[config.mk]
export PLATFORM = sky130hd
export DESIGN_NAME = spram_arbiter
export DESIGN_NICKNAME = d
export VERILOG_FILES = /design/src/rtl/spram_arb_pkg.sv /design/src/rtl/rr_arbiter.sv /design/src/rtl/spram_arbiter.sv
export SDC_FILE = /design/constraint.sdc
export NUM_CORES = 1
export LEC_CHECK = 0
export CAP_MARGIN = 5
export CELL_PAD_IN_SITES_DETAIL_PLACEMENT = 0
export CELL_PAD_IN_SITES_GLOBAL_PLACEMENT = 1
export CORE_ASPECT_RATIO = 1.75
export CORE_MARGIN = 2
export CORE_UTILIZATION = 27
export DETAILED_ROUTE_END_ITERATION = 6
export PLACE_DENSITY_LB_ADDON = 0.1
export SLEW_MARGIN = 20
export SYNTH_ARGS = -nofsm -noshare
export SYNTH_HDL_FRONTEND = slang
export SYNTH_SLANG_ARGS = --single-unit
[constraint.sdc]
create_clock -name clk -period 2.3 [get_ports clk]
set_input_delay 0.575 -clock clk [delete_from_list [all_inputs] [get_ports clk]]
set_output_delay 0.575 -clock clk [all_outputs]
set_load 0.01 [all_outputs]
[src/rtl/spram_arb_pkg.sv]
// Shared types and helpers for the single-port RAM arbiter and its round-robin picker.
package spram_arb_pkg;

    typedef enum logic {
        ST_INIT = 1'b0,
        ST_RUN  = 1'b1
    } state_t;

    localparam int unsigned DEF_ADDR_WIDTH = 6;
    localparam int unsigned DEF_DATA_WIDTH = 8;
    localparam int unsigned DEPTH          = 2 ** DEF_ADDR_WIDTH;
    localparam int unsigned MAX_REQ        = 4;

    // One-hot pick of the first valid requester at or after ptr, wrapping modulo n.
    function automatic logic [MAX_REQ-1:0] rr_pick(
        input logic [MAX_REQ-1:0] valid,
        input int unsigned        ptr,
        input int unsigned        n
    );
        logic [MAX_REQ-1:0] grant;
        logic [1:0]         idx;
        grant = '0;
        for (int unsigned k = 0; k < MAX_REQ; k++) begin
            idx = 2'((ptr + k) % n);
            if ((k < n) && (grant == '0) && valid[idx]) begin
                grant[idx] = 1'b1;
            end
        end
        return grant;
    endfunction

endpackage

[src/rtl/rr_arbiter.sv]
// Combinational round-robin arbiter: one-hot grant to the first valid requester from the pointer.
module rr_arbiter
    import spram_arb_pkg::*;
#(
    parameter  int unsigned NUM_REQ = 2,
    localparam int unsigned PTR_W   = (NUM_REQ > 1) ? $clog2(NUM_REQ) : 1
) (
    input  logic [NUM_REQ-1:0] i_valid,
    input  logic [PTR_W-1:0]   i_ptr,
    output logic [NUM_REQ-1:0] o_grant
);

    logic [MAX_REQ-1:0] w_valid;
    logic [MAX_REQ-1:0] w_grant;

    assign w_valid = MAX_REQ'(i_valid);
    assign w_grant = rr_pick(w_valid, 32'(i_ptr), NUM_REQ);
    assign o_grant = NUM_REQ'(w_grant);

endmodule

[src/rtl/spram_arbiter.sv]
// Shares one single-port RAM between NUM_REQ requesters: clears the RAM after reset,
// then grants one access per cycle round-robin and steers read data back to the reader.
module spram_arbiter
    import spram_arb_pkg::*;
#(
    parameter int unsigned NUM_REQ       = 2,
    parameter int unsigned DATA_WIDTH    = DEF_DATA_WIDTH,
    parameter int unsigned ADDR_WIDTH    = $clog2(DEPTH),
    parameter bit          INIT_ON_RESET = 1'b1
) (
    input  logic                          clk,
    input  logic                          rst,
    input  logic [NUM_REQ-1:0]            req_valid,
    output logic [NUM_REQ-1:0]            req_ready,
    input  logic [NUM_REQ-1:0]            req_we,
    input  logic [NUM_REQ*ADDR_WIDTH-1:0] req_addr,
    input  logic [NUM_REQ*DATA_WIDTH-1:0] req_wdata,
    output logic [NUM_REQ-1:0]            rsp_valid,
    output logic [DATA_WIDTH-1:0]         rsp_rdata,
    output logic                          init_done,
    output logic                          ram_we,
    output logic [ADDR_WIDTH-1:0]         ram_addr,
    output logic [DATA_WIDTH-1:0]         ram_data,
    input  logic [DATA_WIDTH-1:0]         ram_q
);

    localparam int unsigned PTR_W     = (NUM_REQ > 1) ? $clog2(NUM_REQ) : 1;
    localparam int unsigned LAST_ADDR = (2 ** ADDR_WIDTH) - 1;

    state_t                r_state;
    state_t                w_state_nxt;
    logic [ADDR_WIDTH-1:0] r_cnt;
    logic [ADDR_WIDTH-1:0] w_cnt_nxt;
    logic [PTR_W-1:0]      r_ptr;
    logic [PTR_W-1:0]      w_ptr_nxt;
    logic                  r_init_done;
    logic [NUM_REQ-1:0]    r_rsp_valid;
    logic [ADDR_WIDTH-1:0] r_addr_hold;
    logic [DATA_WIDTH-1:0] r_data_hold;
    logic                  w_run;
    logic [NUM_REQ-1:0]    w_arb_grant;
    logic [NUM_REQ-1:0]    w_grant;

    // Grants only once the clear sequence is done and never while reset is being applied.
    assign w_run = r_init_done && !rst && (r_state == ST_RUN);

    rr_arbiter #(
        .NUM_REQ (NUM_REQ)
    ) u_rr_arbiter (
        .i_valid (req_valid),
        .i_ptr   (r_ptr),
        .o_grant (w_arb_grant)
    );

    assign w_grant   = w_arb_grant & {NUM_REQ{w_run}};
    assign req_ready = w_grant;
    assign init_done = r_init_done;
    // A response already in flight when reset arrives is dropped in that same cycle.
    assign rsp_valid = r_rsp_valid & {NUM_REQ{!rst}};
    assign rsp_rdata = ram_q;

    // State, counter, pointer and response registers.
    always_ff @(posedge clk) begin
        if (rst) begin
            r_state     <= INIT_ON_RESET ? ST_INIT : ST_RUN;
            r_cnt       <= '0;
            r_ptr       <= '0;
            r_init_done <= 1'b0;
            r_rsp_valid <= '0;
            r_addr_hold <= '0;
            r_data_hold <= '0;
        end else begin
            r_state     <= w_state_nxt;
            r_cnt       <= w_cnt_nxt;
            r_ptr       <= w_ptr_nxt;
            r_init_done <= (w_state_nxt == ST_RUN);
            r_rsp_valid <= w_grant & ~req_we;
            r_addr_hold <= ram_addr;
            r_data_hold <= ram_data;
        end
    end

    // Next state and RAM drive; idle cycles replay the last address/data to avoid toggling.
    always_comb begin
        w_state_nxt = r_state;
        w_cnt_nxt   = r_cnt;
        w_ptr_nxt   = r_ptr;
        ram_we      = 1'b0;
        ram_addr    = r_addr_hold;
        ram_data    = r_data_hold;
        case (r_state)
            ST_INIT: begin
                ram_we    = 1'b1;
                ram_addr  = r_cnt;
                ram_data  = '0;
                w_cnt_nxt = r_cnt + ADDR_WIDTH'(1);
                if (r_cnt == ADDR_WIDTH'(LAST_ADDR)) begin
                    w_state_nxt = ST_RUN;
                end
            end
            ST_RUN: begin
                for (int unsigned i = 0; i < NUM_REQ; i++) begin
                    if (w_grant[i]) begin
                        ram_we    = req_we[i];
                        ram_addr  = req_addr[i*ADDR_WIDTH +: ADDR_WIDTH];
                        ram_data  = req_wdata[i*DATA_WIDTH +: DATA_WIDTH];
                        w_ptr_nxt = (i == NUM_REQ - 1) ? '0 : PTR_W'(i + 1);
                    end
                end
            end
            default: begin
                w_state_nxt = ST_INIT;
            end
        endcase
    end

endmodule

==> flow_summary.json <==
{
  "ys_warn_count": 0,
  "power_frac_comb": 0.162,
  "hold_viol": 0,
  "place_ws_ns": -0.7976,
  "rrSetupSlack_ns": 0.70,
  "synthCells": 169,
  "ios": 70,
  "grt_pass1_vias": 1625,
  "cp.arrival_ns": 1.68,
  "yosys.area.top_type": "dfxtp_1",
  "area_growth_syn_to_layout_pct": 71.24,
  "synth_area_um2": 1358,
  "cts_tree": "done",
  "first_pass_iters": 4,
  "routed-via-count": 1524,
  "max_freq_ghz": 0.4430,
  "clock_sinks": 24,
  "drt_iter0_markers": 40,
  "switching_share": 0.2226,
  "r2r-end": "r_cnt[5]",
  "final_common_cell": "buf_4",
  "syn-mean-instance-area_um2": 8.033,
  "final_cell_mix": "buf_4 (41), clkdlybuf4s50_1 (33), dfxtp_1 (24)",
  "hold_path_class": "register to register",
  "synth_nets": 212,
  "antenna_cells": 0,
  "overflow": 0,
  "dp_cells": 282,
  "dpl.hpwl_mm": 3.193,
  "min_to": "r_addr_hold[4]",
  "worstMarginPinSlew_ns": 0.2927,
  "die_h_um": 97.80,
  "worstSkewPairLatency_ns": 0.28,
  "power_density_nw_per_um2": 416.1,
  "cts_made_buffers": 3,
  "worst_r2r_path_depth": 6,
  "wirelength_mm": 4.538,
  "grt_max_degree": 36,
  "dieArea_um2": 5633,
  "period_minus_slack_ns": 2.257,
  "fin_skew_ns": 0.003906,
  "maxCapViolations": 0,
  "synth_seq_cells": 24,
  "dieWidth_um": 57.60,
  "cts-hold-fix-buffers": 0,
  "criticalPathCategory": "input port to output pin",
  "fin_ws_ns": 0.04256,
  "cp-start-kind": "input port",
  "setup_viol": 0,
  "clkPwrFrac": 0.394,
  "core_um2": 4892,
  "yosysSeqAreaShare": 0.3539,
  "path_clk_slew_ns": 0.09,
  "muxShareOfSynthArea": 0.06636,
  "grt_first_pass_wirelength_mm": 7.065,
  "required_ns": 1.73,
  "htreeDepth": 1,
  "synth_adder_area_share": 0.009217,
  "r2r-start": "init_done",
  "antenna_found_initial": 0,
  "synth_xor_area_frac": 0.02581,
  "status": "completed",
  "p_sw_uw": 215.4,
  "hold-path-cell-count": 2,
  "routabilityCongestion": 0.7331,
  "placement.io_buffers": 53,
  "ir_drop_mv": 0.2321,
  "p_int_uw": 752.0,
  "yosys-top-cells-area": "dfxtp_1 (35%), o21ai_0 (7.7%), a21oi_1 (7.0%), mux2i_1 (6.6%), buf_4 (5.0%)",
  "ant_nets": 0,
  "root_buffer": "clkbuf_8",
  "sequentialPowerShare": 0.444,
  "stdcell_count": 305,
  "start_util": 0.2775,
  "fin_crit_sh": 0.9815,
  "cp_max_fo": 2,
  "min-delay-start": "r_cnt[4]",
  "leakage_uw": 0.0009084,
  "rows": 34,
  "postPlaceCellArea_um2": 2048,
  "grt_usage": 0.1596,
  "fin_tns_setup_ns": 0,
  "finalNetCount": 295,
  "crit_start": "req_addr[4]",
  "max_slew_margin": 0.8048,
  "synthSimpleGateAreaFrac": 0.1272,
  "via_per_inst": 4.997,
  "drt-wirelength-per-cell_um": 14.88,
  "synth_compound_area_frac": 0.3078,
  "drive_gt1_frac": 0.3625,
  "synth_top_family_by_area": "compound AO/OA/AOI/OAI gates",
  "synth_top_area_frac": 0.3539,
  "fin_area_um2": 2325,
  "ys_types": 36,
  "final_max_slew_viol_count": 0,
  "cts_buffer_depth": 2,
  "cp-end-kind": "output pin",
  "route.detailed.drc": 0
}
## how the worst max path moves through the flow
stage	end	slack (ns)	depth (start not counted)
CTS	ram_addr[2]	0.004	5
finish	ram_addr[4]	0.04	5
floorplan	ram_data[7]	0.08	7
global placement	ram_data[2]	-0.77	7
global route	ram_addr[0]	-0.03	7
detailed placement	ram_data[2]	-0.80	7
## final cells by class
type | instances | area [um2]
fill | 495 | 2567
tap | 54 | 67.56
clock inverter | 1 | 30.03
multi-input combinational | 118 | 839.6
timing repair buffer | 100 | 847.1
inverter | 5 | 18.77
sequential | 24 | 480.5
clock buffer | 3 | 41.29
## through the flow
step	hold slack, ns	power, uW	util
2_1_floorplan	0.4487	499.2	-
3_3_place_gp	0.4827	584.8	0.4187
3_5_place_dp	0.4824	585.9	0.4187
4_1_cts	0.4977	975.3	0.4696
5_1_grt	0.5162	1004	0.4752
6_report	0.4905	967.4	0.4752
## state kept, by name, indices dropped and copies added, names as in the netlist
| name | count |
|---|---|
| r_rsp_valid | 2 |
| r_ptr | 1 |
| r_addr_hold | 6 |
| r_data_hold | 8 |
| init_done | 1 |
| r_cnt | 6 |
## synth_stat cells (all sizes together)
cell type	count
a21oi	19
a22o	5
a22oi	5
a311o	1
a311oi	1
a31oi	2
a32oi	1
and2b	1
and3	1
buf	15
clkbuf	7
dfxtp	24
ha	1
inv	5
mux2i	9
nand2	8
nand2b	2
nand3	4
nand4	1
nor2	9
nor2b	6
nor3	1
o21ai	30
o21bai	1
o22ai	2
o2bb2ai	2
o31ai	1
or3	1
xnor2	3
xor2	1
## worst max-delay path, cell delays in order
cell	delay [ns]
clkdlybuf4s50_1	0.40
a22o_1	0.26
a22oi_2	0.18
o22ai_1	0.11
buf_2	0.15
## layer usage
| metal | vias to the layer above | wire (um) | global-route usage |
|---|---|---|---|
| met5 | - | 0 | 0 |
| met4 | 0 | 69 | 0.07156 |
| met3 | 5 | 251 | 0.03576 |
| met2 | 45 | 2565 | 0.3007 |
| met1 | 710 | 1652 | 0.1579 |
| li1 | 764 | - | - |
## logic make-up (layout without fill, tap and decap cells)
| kind of cell | count (synthesis) | in the layout |
|---|---|---|
| compound gates | 70 | 70 |
| flops | 24 | 24 |
| buf+inv | 27 | 109 |
| fa+ha+maj | 1 | 1 |
| xor+xnor | 4 | 4 |
| simple gates | 34 | 34 |
| mux | 9 | 9 |
## power by group through the flow
stage	Sequential (uW)	Combinational (uW)	Clock (uW)
floorplan	437	62.1	0
global placement	439	146	0
detailed placement	439	147	0
CTS	430	151	394
global route	431	169	405
finish	429	156	382
## repair_timing
item                                    4_1_cts  5_1_grt
resized for setup                            73       20
endpoints found under the setup margin       19       12
pin swaps                                     4        6
cloned                                        0        1
setup buffers                                16        2
Note: power is estimated with default switching activity, not from simulation.
